File: config.mk
export PLATFORM = sky130hd
export DESIGN_NAME = qcm_cap_switch_sequencer
export DESIGN_NICKNAME = d
export VERILOG_FILES = /design/src/rtl/qcm_pkg.sv /design/src/rtl/qcm_cycle_timer.sv /design/src/rtl/qcm_cap_switch_sequencer.sv
export SDC_FILE = /design/constraint.sdc
export NUM_CORES = 1
export LEC_CHECK = 0
export ABC_AREA = 1
export CAP_MARGIN = 40
export CORE_MARGIN = 3
export CORE_UTILIZATION = 45
export CTS_CLUSTER_SIZE = 30
export DETAILED_ROUTE_END_ITERATION = 12
export GPL_TIMING_DRIVEN = 0
export MAX_ROUTING_LAYER = met4
export PLACE_DENSITY = 0.62
export SLEW_MARGIN = 20
export SYNTH_ARGS = -nofsm -noshare
export SYNTH_HDL_FRONTEND = slang
export SYNTH_SLANG_ARGS = --single-unit
File: constraint.sdc
create_clock -name clk -period 2.7 [get_ports clk]
set_input_delay 0.54 -clock clk [delete_from_list [all_inputs] [get_ports clk]]
set_output_delay 0.54 -clock clk [all_outputs]
set_load 0.02 [all_outputs]
File: src/rtl/qcm_pkg.sv
// +----------------------------------------------------------------------------+
// | qcm_pkg: shared state encoding, default code width and timer width for the |
// | QCM capacitor-bank switch sequencer.            Revision: 1.0              |
// +----------------------------------------------------------------------------+
`default_nettype none

package qcm_pkg;

  localparam int CODE_W_DEFAULT = 7;
  localparam int TIMER_W        = 16;
  localparam int TIMER_MAX      = (1 << TIMER_W) - 1;

  typedef logic [2:0] state_t;

  localparam state_t ST_OFF    = 3'd0;
  localparam state_t ST_IDLE   = 3'd1;
  localparam state_t ST_DEAD   = 3'd2;
  localparam state_t ST_SETTLE = 3'd3;
  localparam state_t ST_HOLD   = 3'd4;

endpackage

`default_nettype wire

File: src/rtl/qcm_cycle_timer.sv
// +----------------------------------------------------------------------------+
// | qcm_cycle_timer: loadable down-counter; done marks the last counted cycle. |
// | Revision: 1.0                                                              |
// +----------------------------------------------------------------------------+
`default_nettype none

module qcm_cycle_timer
  import qcm_pkg::*;
#(
  parameter int WIDTH = TIMER_W
) (
  input  logic             clk,
  input  logic             rst_n,
  input  logic             load,
  input  logic [WIDTH-1:0] load_val,
  output logic             done
);

  logic [WIDTH-1:0] count;

  always_ff @(posedge clk or negedge rst_n) begin
    if (!rst_n) begin
      count <= '0;
    end else if (load) begin
      count <= load_val;
    end else if (count != '0) begin
      count <= count - 1'b1;
    end
  end

  // Loading N makes done fire on the Nth cycle after the load edge.
  assign done = (count == WIDTH'(1));

endmodule

`default_nettype wire

File: src/rtl/qcm_cap_switch_sequencer.sv
// +----------------------------------------------------------------------------+
// | qcm_cap_switch_sequencer: break-before-make application of series/parallel |
// | capacitor codes. Optional QCM_SEQ_CONFIRM_EN adds request confirmation.    |
// | Revision: 1.0                                                              |
// +----------------------------------------------------------------------------+
`default_nettype none

module qcm_cap_switch_sequencer
  import qcm_pkg::*;
#(
  parameter int CODE_W     = CODE_W_DEFAULT,
  parameter int DEAD_CYC   = 20,
  parameter int SETTLE_CYC = 40,
  parameter int HOLD_CYC   = 4000,
  parameter int CONFIRM_N  = 3
) (
  input  logic              clk,
  input  logic              rst_n,
  input  logic              req_valid,
  input  logic [CODE_W-1:0] req_code_ser,
  input  logic [CODE_W-1:0] req_code_par,
  input  logic              clk_en,
  output logic [CODE_W-1:0] code_ser,
  output logic [CODE_W-1:0] code_par,
  output logic              enable_ser,
  output logic              enable_par,
  output logic              busy
);

  if (DEAD_CYC < 1 || DEAD_CYC > TIMER_MAX || SETTLE_CYC < 1 || SETTLE_CYC > TIMER_MAX ||
      HOLD_CYC < 1 || HOLD_CYC > TIMER_MAX || CONFIRM_N < 1) begin : g_bad_params
    $error("qcm_cap_switch_sequencer: timing parameters must be in 1..65535, CONFIRM_N >= 1");
  end

  localparam logic [TIMER_W-1:0] DEAD_LD   = TIMER_W'(DEAD_CYC);
  localparam logic [TIMER_W-1:0] SETTLE_LD = TIMER_W'(SETTLE_CYC);
  localparam logic [TIMER_W-1:0] HOLD_LD   = TIMER_W'(HOLD_CYC);

  state_t              state;
  state_t              next_state;
  logic                timer_load;
  logic [TIMER_W-1:0]  timer_val;
  logic                timer_done;
  logic                cand_valid;
  logic                pend_valid;
  logic [CODE_W-1:0]   pend_ser;
  logic [CODE_W-1:0]   pend_par;
  logic [CODE_W-1:0]   target_ser;
  logic [CODE_W-1:0]   target_par;
  logic                src_valid;
  logic [CODE_W-1:0]   src_ser;
  logic [CODE_W-1:0]   src_par;
  logic                src_differs;
  logic                accept;
  logic                code_load;
  logic                enable_d;
  logic                busy_d;

`ifdef QCM_SEQ_CONFIRM_EN
  localparam int             CNT_W       = $clog2(CONFIRM_N + 1);
  localparam logic [CNT_W-1:0] CONFIRM_CNT = CNT_W'(CONFIRM_N);

  logic [CNT_W-1:0]  conf_cnt;
  logic [CNT_W-1:0]  conf_cnt_next;
  logic [CODE_W-1:0] last_ser;
  logic [CODE_W-1:0] last_par;

  // Saturating run length of identical strobes, including the current one.
  always_comb begin
    conf_cnt_next = CNT_W'(1);
    if (conf_cnt != '0 && req_code_ser == last_ser && req_code_par == last_par) begin
      conf_cnt_next = (conf_cnt >= CONFIRM_CNT) ? conf_cnt : conf_cnt + 1'b1;
    end
  end

  always_ff @(posedge clk or negedge rst_n) begin
    if (!rst_n) begin
      conf_cnt <= '0;
      last_ser <= '0;
      last_par <= '0;
    end else if (!clk_en) begin
      conf_cnt <= '0;
    end else if (req_valid) begin
      conf_cnt <= conf_cnt_next;
      last_ser <= req_code_ser;
      last_par <= req_code_par;
    end
  end

  assign cand_valid = req_valid && clk_en && (conf_cnt_next >= CONFIRM_CNT);
`else
  assign cand_valid = req_valid && clk_en;
`endif

  // A fresh strobe always wins over the pending slot when HOLD expires.
  always_comb begin
    src_valid   = cand_valid || (state == ST_HOLD && pend_valid);
    src_ser     = cand_valid ? req_code_ser : pend_ser;
    src_par     = cand_valid ? req_code_par : pend_par;
    src_differs = (src_ser != code_ser) || (src_par != code_par);
  end

  qcm_cycle_timer #(
    .WIDTH (TIMER_W)
  ) u_timer (
    .clk      (clk),
    .rst_n    (rst_n),
    .load     (timer_load),
    .load_val (timer_val),
    .done     (timer_done)
  );

  always_ff @(posedge clk or negedge rst_n) begin
    if (!rst_n) begin
      state <= ST_OFF;
    end else begin
      state <= next_state;
    end
  end

  always_comb begin
    next_state = state;
    timer_load = 1'b0;
    timer_val  = '0;
    accept     = 1'b0;
    if (!clk_en) begin
      next_state = ST_OFF;
      timer_load = 1'b1;
    end else begin
      case (state)
        ST_OFF:    accept = src_valid;
        ST_IDLE:   accept = src_valid && src_differs;
        ST_DEAD: begin
          if (timer_done) begin
            next_state = ST_SETTLE;
            timer_load = 1'b1;
            timer_val  = SETTLE_LD;
          end
        end
        ST_SETTLE: begin
          if (timer_done) begin
            next_state = ST_HOLD;
            timer_load = 1'b1;
            timer_val  = HOLD_LD;
          end
        end
        ST_HOLD: begin
          if (timer_done) begin
            next_state = ST_IDLE;
            accept     = src_valid && src_differs;
          end
        end
        default:   next_state = ST_OFF;
      endcase
      if (accept) begin
        next_state = ST_DEAD;
        timer_load = 1'b1;
        timer_val  = DEAD_LD;
      end
    end
  end

  always_comb begin
    enable_d  = (next_state == ST_HOLD) || (next_state == ST_IDLE);
    busy_d    = (next_state == ST_DEAD) || (next_state == ST_SETTLE) || (next_state == ST_HOLD);
    code_load = (state == ST_DEAD) && (next_state == ST_SETTLE);
  end

  always_ff @(posedge clk or negedge rst_n) begin
    if (!rst_n) begin
      code_ser   <= '0;
      code_par   <= '0;
      enable_ser <= 1'b0;
      enable_par <= 1'b0;
      busy       <= 1'b0;
    end else begin
      enable_ser <= enable_d;
      enable_par <= enable_d;
      busy       <= busy_d;
      if (code_load) begin
        code_ser <= target_ser;
        code_par <= target_par;
      end
    end
  end

  always_ff @(posedge clk or negedge rst_n) begin
    if (!rst_n) begin
      target_ser <= '0;
      target_par <= '0;
      pend_valid <= 1'b0;
      pend_ser   <= '0;
      pend_par   <= '0;
    end else begin
      if (accept) begin
        target_ser <= src_ser;
        target_par <= src_par;
      end
      if (!clk_en || (state == ST_HOLD && timer_done)) begin
        pend_valid <= 1'b0;
      end else if (cand_valid &&
                   (state == ST_DEAD || state == ST_SETTLE || state == ST_HOLD)) begin
        pend_valid <= 1'b1;
        pend_ser   <= req_code_ser;
        pend_par   <= req_code_par;
      end
    end
  end

endmodule

`default_nettype wire

After elaboration in Yosys (flattened, before gate mapping). Index checks and enable logic that the tools add are counted.

Output and inout port bits: 17. Flip-flop bits (word level): 64.

$add $sub $neg: 1. Multiplexer cells: 25. Bitwise gates (word level): 1. Reductions and logical operators: 22. Equality and inequality tests: 11.

Operator list (count): 16-bit two-way mux (4); 12-bit case mux with 2 select lines (1); 16-bit by 1-bit == test with 1-bit output, second input constant (1); 16-bit nonzero test (1); 16-bit by 1-bit subtractor with 16-bit output, second input constant (1); 3-bit two-way mux (5); 7-bit two-way mux (2); 7-bit inequality test (2); 3-bit by 2-bit == test with 1-bit output, second input constant (4); 12-bit two-way mux (1); 3-bit case mux with 4 select lines (1); 1-bit two-way mux (9); 1-bit logical OR (8); 3-bit by 1-bit == test with 1-bit output, second input constant (2); 3-bit == test, second input constant (2); 1-bit logical AND (6); 6-bit two-way mux (1); 2-bit nonzero test (2); 2-bit OR reduction (2); 3-bit logical NOT (1); 1-bit case mux with 3 select lines (1); 2-bit AND reduction (1); 1-bit logical NOT (1); 1-bit NOT (1).

Logic depth before layout (Yosys ltp).
Depth after elaboration: 13. Mapped depth: 19. Depth with buffers taken out: 17.

Cells and area by module. From an unflattened synthesis, not the netlist that was laid out.

Cells, all modules: 525. Area total of the unflattened synthesis: 3767.4 µm².

Modules (own cells, without submodules): qcm_cap_switch_sequencer (sequential area each 1201.2 µm², cells an instance 367, area an instance 2598.7 µm², times used 1); qcm_cycle_timer (sequential area each 400.4 µm², cells an instance 158, area an instance 1168.6 µm², times used 1).

Worst setup path after synthesis. No wires, ideal clock.

Path type: input to register. From: input req_valid. To: register code_par[5]. Cell stages on the path: 17. Required time: 2.581 ns. Data arrival time: 1.896 ns. Path slack: 0.685 ns. Cells stage by stage: buf_6 nand2_4 buf_6 nand2_1 nand3_1 nand2_1 nor2_1 nand2_1 nor2_1 nand2_1 nand2_2 nand2_4 nand2_4 nand4_4 buf_6 nand2_1 nand2_1.

Cells in the longest elaborated chain, start to end: 12. Elaborated cells between the ends (all ways): 15. Those cells by class: eq/ne: 3; mux: 7; reduce/logical: 5.

Ends and longest elaborated chain: from (decl) (line qcm_cap_switch_sequencer.sv:19) `input logic req_valid,`; 1-bit logical AND * (line qcm_cap_switch_sequencer.sv:92) `assign cand_valid = req_valid && clk_en;`; 7-bit two-way mux (on tied branches) (line qcm_cap_switch_sequencer.sv:98, qcm_cap_switch_sequencer.sv:99); 7-bit inequality test (line qcm_cap_switch_sequencer.sv:100) `src_differs = (src_ser != code_ser) || (src_par != code_par);`; 1-bit logical OR (line qcm_cap_switch_sequencer.sv:100); 1-bit logical AND (line qcm_cap_switch_sequencer.sv:132, qcm_cap_switch_sequencer.sv:150); 1-bit two-way mux (line qcm_cap_switch_sequencer.sv:148) `if (timer_done) begin`; 1-bit case mux with 3 select lines * (line qcm_cap_switch_sequencer.sv:130) `case (state)`; 1-bit two-way mux * (line qcm_cap_switch_sequencer.sv:126) `if (!clk_en) begin`; 3-bit two-way mux * (line qcm_cap_switch_sequencer.sv:155) `if (accept) begin`; 3-bit two-way mux * (line qcm_cap_switch_sequencer.sv:126); 3-bit by 2-bit == test with 1-bit output * (line qcm_cap_switch_sequencer.sv:166) `code_load = (state == ST_DEAD) && (next_state == ST_SETTLE);`; 1-bit logical AND * (line qcm_cap_switch_sequencer.sv:166); to (signal assigned) (line qcm_cap_switch_sequencer.sv:182) `code_par <= target_par;`; to (decl) (line qcm_cap_switch_sequencer.sv:24) `output logic [CODE_W-1:0] code_par,`.

Mark *: on every way between the ends. The rest lies on a longest branch, timed or not. The select of a mux whose other input is x is not followed. A chain may end at the register's enable or synchronous reset.

Worst setup path in the final report.
From: input clk_en. To: register u_timer.count[8].

Cells in the longest elaborated chain, start to end: 11. Elaborated cells between the ends (all ways): 17. Those cells by class: eq/ne: 2; mux: 10; reduce/logical: 5.

Ends and longest elaborated chain: from (decl) (line qcm_cap_switch_sequencer.sv:22) `input logic clk_en,`; 1-bit logical AND (line qcm_cap_switch_sequencer.sv:92); 7-bit two-way mux (on tied branches) (line qcm_cap_switch_sequencer.sv:98, qcm_cap_switch_sequencer.sv:99); 7-bit inequality test (line qcm_cap_switch_sequencer.sv:100); 1-bit logical OR (line qcm_cap_switch_sequencer.sv:100); 1-bit logical AND (line qcm_cap_switch_sequencer.sv:132, qcm_cap_switch_sequencer.sv:150); 1-bit two-way mux (line qcm_cap_switch_sequencer.sv:148); 1-bit case mux with 3 select lines (line qcm_cap_switch_sequencer.sv:130); 1-bit two-way mux (line qcm_cap_switch_sequencer.sv:126); 16-bit two-way mux or 1-bit two-way mux (tied branches) (line qcm_cap_switch_sequencer.sv:155); 16-bit two-way mux or 1-bit two-way mux (tied branches) (line qcm_cap_switch_sequencer.sv:126); 16-bit two-way mux or 2-bit nonzero test (tied branches); to (signal assigned) (line qcm_cycle_timer.sv:25) `count <= load_val;`; to (signal assigned) (line qcm_cycle_timer.sv:27) `count <= count - 1'b1;`; to (decl) (line qcm_cycle_timer.sv:19) `logic [WIDTH-1:0] count;`.

Parallel ways exist; a longest one is shown, timed or not. The select of a mux whose other input is x is not followed.

==> qor.tcl <==
set qor(grt_antenna_before_repair) 0
set qor(finalWeightedCongestion) 0.886
set qor(start_util) 0.468
set qor(mappedNetlistNets) 504
set qor(detail_route.drc_violations) 0
set qor(path_class) {input pin to flop}
set qor(detail_route.first_pass.iterations) 4
set qor(worst_hold_path_type) {input pin to asynchronous set/reset pin}
set qor(area_delta_synth_final_pct) 18.7
set qor(critPathMaxFanout) 10
set qor(p_leak_nw) 2.30
set qor(clock_tree.buffer_depth) 2
set qor(worst-path-buf-inv) 5
set qor(p_per_area_nw_per_um2) 794
set qor(cts_root_buf) {clkbuf_8}
set qor(place_ws_ns) -0.181
set qor(maxSlewHeadroom) 0.621
set qor(dieArea_um2) 9200
set qor(numPortBuffers) 33
set qor(yosys.area.top_type) {dfrtp_1}
set qor(combinationalPowerShare) 0.387
set qor(io_pins) 35
set qor(min_period_over_period) 0.925
set qor(worstPathCellList) {clkdlybuf4s50_1, nand2_4, buf_6, nand2_1, nand3_1, nand2_1, nand2_1, inv_1, nand2_1, nor2_1, nand2_1, nand2_2, nand2_4, nand2_4, nand3_1, buf_4, nand2_1, inv_1}
set qor(clkTransAtPathRegs_ns) 0.07
set qor(finalWirelength_um) 8700
set qor(worst_path_most_repeated_cell) {nand2_1}
set qor(cts.htree.levels) 3
set qor(number_of_cell_instances_on_the_worst_register_to_register_path) 10
set qor(synth-seq-area-share) 0.440
set qor(outcome) {completed}
set qor(setup_violations) 0
set qor(post_route_cells_drive_above_1_share) 0.112
set qor(grt_pass1_wl_um) 14400
set qor(setup_repair_after_global_routing_missed_its_margin) {false}
set qor(clockPowerShare) 0.214
set qor(ys_warn_count) 0
set qor(critical_path.endpoint_type) {flop}
set qor(core.rowCount) 32
set qor(numCtsBuffers) 9
set qor(power_switching_mw) 1.39
set qor(pwr-share-seq) 0.399
set qor(synth_top_cells_by_area) {dfrtp_1 44%, nand2_1 21%, nand3_1 6.1%}
set qor(postSynthCellCount) 484
set qor(synthDominantCellAreaShare) 0.440
set qor(cp_slowest_stage_delay_ns) 0.54
set qor(timing.max_cap.violations) 0
set qor(tritoncts_num_sinks) 64
set qor(vias_per_cell) 4.95
set qor(diodes) 0
set qor(drtIter0Drc) 166
set qor(setup_ws_ns) 0.203
set qor(vias) 3160
set qor(worstMarginPinSlew_ns) 0.566
set qor(first_global_vias) 2890
set qor(synth.ff_latch_count) 64
set qor(grt_overflow) 0
set qor(drv_slew) 0
set qor(path_delay_family) {simple AND/OR/NAND/NOR gates}
set qor(wl_per_cell_um) 13.6
set qor(setup.worst_path.start_class) {input pin}
set qor(grt_max_degree) 35
set qor(clkLatencyLatePin_ns) 0.35
set qor(fin_crit_ns) 2.50
set qor(critical-path-slowest-cell) {clkdlybuf4s50_1}
set qor(nNetsFinal) 551
set qor(synthDistinctLibCells) 39
set qor(crit_arrival_ns) 2.74
set qor(int_pwr_mw) 2.04
set qor(die-width_um) 95.9
set qor(grt_use_total) 0.213
set qor(postRouteAntennaNets) 0
set qor(worstPathRequired_ns) 2.95
set qor(power.ir.vdd_worst_uv) 400
set qor(cts_tree) {yes}
set qor(crit_path_cell_count) 18
set qor(power_switching_share) 0.406
set qor(finalHoldViolCount) 0
set qor(dpl.hpwl_um) 6220
set qor(postCtsHoldBufs) 0
set qor(area_inside_the_core_boundary_um2) 7770
set qor(setup_total_negative_slack_ns) 0
set qor(skew_ns) 0.0121
set qor(fmax_mhz) 400
set qor(die_h_um) 95.9
set qor(postSynthAreaPerCell_um2) 7.51
set qor(post_synth_instance_area_um2) 3640
## synth_stat cells
library cell / instances
nor3_1: 4
nor2_2: 2
o31ai_1: 1
o21ai_0: 10
o2111a_1: 1
inv_1: 49
buf_6: 7
xnor2_1: 3
clkbuf_1: 4
buf_8: 1
or2_2: 1
inv_2: 2
o221ai_1: 1
nand3_2: 4
nand2_1: 201
buf_12: 1
nor2_1: 28
ha_1: 2
xor2_1: 6
o41ai_1: 1
a21oi_4: 1
nand4_1: 17
nand4_4: 1
a221oi_2: 1
nor3_2: 1
buf_4: 4
o21bai_4: 1
a211oi_1: 1
nor2_4: 1
buf_2: 1
dfrtp_1: 64
nand3b_1: 2
a21oi_1: 3
nand3_1: 44
nand2_4: 3
o21ai_1: 1
o21ai_2: 2
clkinv_1: 2
nand2_2: 5
## power by group through the flow
stage / Clock (mW) / Sequential [mW] / Combinational (mW)
after floorplan: 0 / 1.36 / 1.01
after global placement: 0 / 1.38 / 1.29
after detailed placement: 0 / 1.38 / 1.31
after CTS: 0.763 / 1.36 / 1.31
after global routing: 0.801 / 1.40 / 1.53
final: 0.736 / 1.37 / 1.33
## sequential cells by signal, indices dropped and copies added, names as in the netlist
register and flops:
code_ser 7, code_par 7, busy 1, pend_valid 1
target_par 7, u_timer.count 16, enable_par 1, pend_ser 7
state 3, pend_par 7, target_ser 7
## per-layer routing
layer  global-route usage  routed length, µm  up-vias
met5                    -                  0        -
met1                0.304               4420     1457
met2                0.302               3780       69
met3               0.0508                387       12
li1                     -                  -     1622
met4               0.0569                106        0
## kinds of logic (layout without fill, tap and decap cells)
kind of cell / count (synthesis) / after routing / share of synthesized area
AND/OR/NAND/NOR: 314 / 314 / 0.381
buffers and inverters: 71 / 123 / 0.0998
flip-flops: 64 / 64 / 0.440
AO/OA/AOI/OAI: 24 / 24 / 0.0499
XOR/XNOR: 9 / 9 / 0.0217
adder cells (fa/ha/maj): 2 / 2 / 0.00688
## cell type report
cell class / instances / area, µm²
plain buffers: 18 / 164
clock buffers: 9 / 124
clock inverters: 7 / 48.8
fillers: 772 / 3450
inverters: 53 / 199
multi-input cells: 349 / 1680
flip-flops and latches: 64 / 1600
well taps: 102 / 128
repair buffers: 36 / 375
## path summary, 6_finish.rpt
kind / endpoint / slack (ns) / from
hold / removal: u_timer.count[14]$_DFFE_PN0P_ / 0.12 / rst_n
hold reg to reg: pend_par[0]$_DFFE_PN0P_ / 0.48 / pend_par[0]$_DFFE_PN0P_
setup / recovery: u_timer.count[8]$_DFFE_PN0P_ / 0.20 / clk_en
min in group clk: pend_par[0]$_DFFE_PN0P_ / 0.48 / pend_par[0]$_DFFE_PN0P_
setup reg to reg: u_timer.count[1]$_DFFE_PN0P_ / 0.52 / u_timer.count[6]$_DFFE_PN0P_
max in group asynchronous: target_ser[5]$_DFFE_PN0P_ / 2.05 / rst_n
## metrics by stage
stage               hold WS (ns)  std cells  utilization  power, mW  instance area, µm²
global route               0.131        638        0.556       3.73                4320
finish                     0.117        638        0.556       3.43                4320
global placement           0.462        619        0.527       2.67                4100
floorplan                  0.244        484            -       2.37                3640
detailed placement         0.465        620        0.529       2.69                4110
CTS                        0.121        636        0.552       3.44                4290
## cell usage in the layout, fill, tap and decap left out, drive strengths merged, types with 5 or more instances in the layout
cell type,n
clkinv,5
clkbuf,13
inv,51
clkdlybuf4s50,32
nor3,5
nor2,31
nand3,48
xor2,6
dfrtp,64
nand4,18
o21ai,13
nand2,209
buf,18
## timing repair
item / 4_1_cts / 5_1_grt
setup buffers: 0 / 2
gates resized for setup: 0 / 1
setup endpoints to repair: 0 / 8
(Power assumes the default switching activity.)
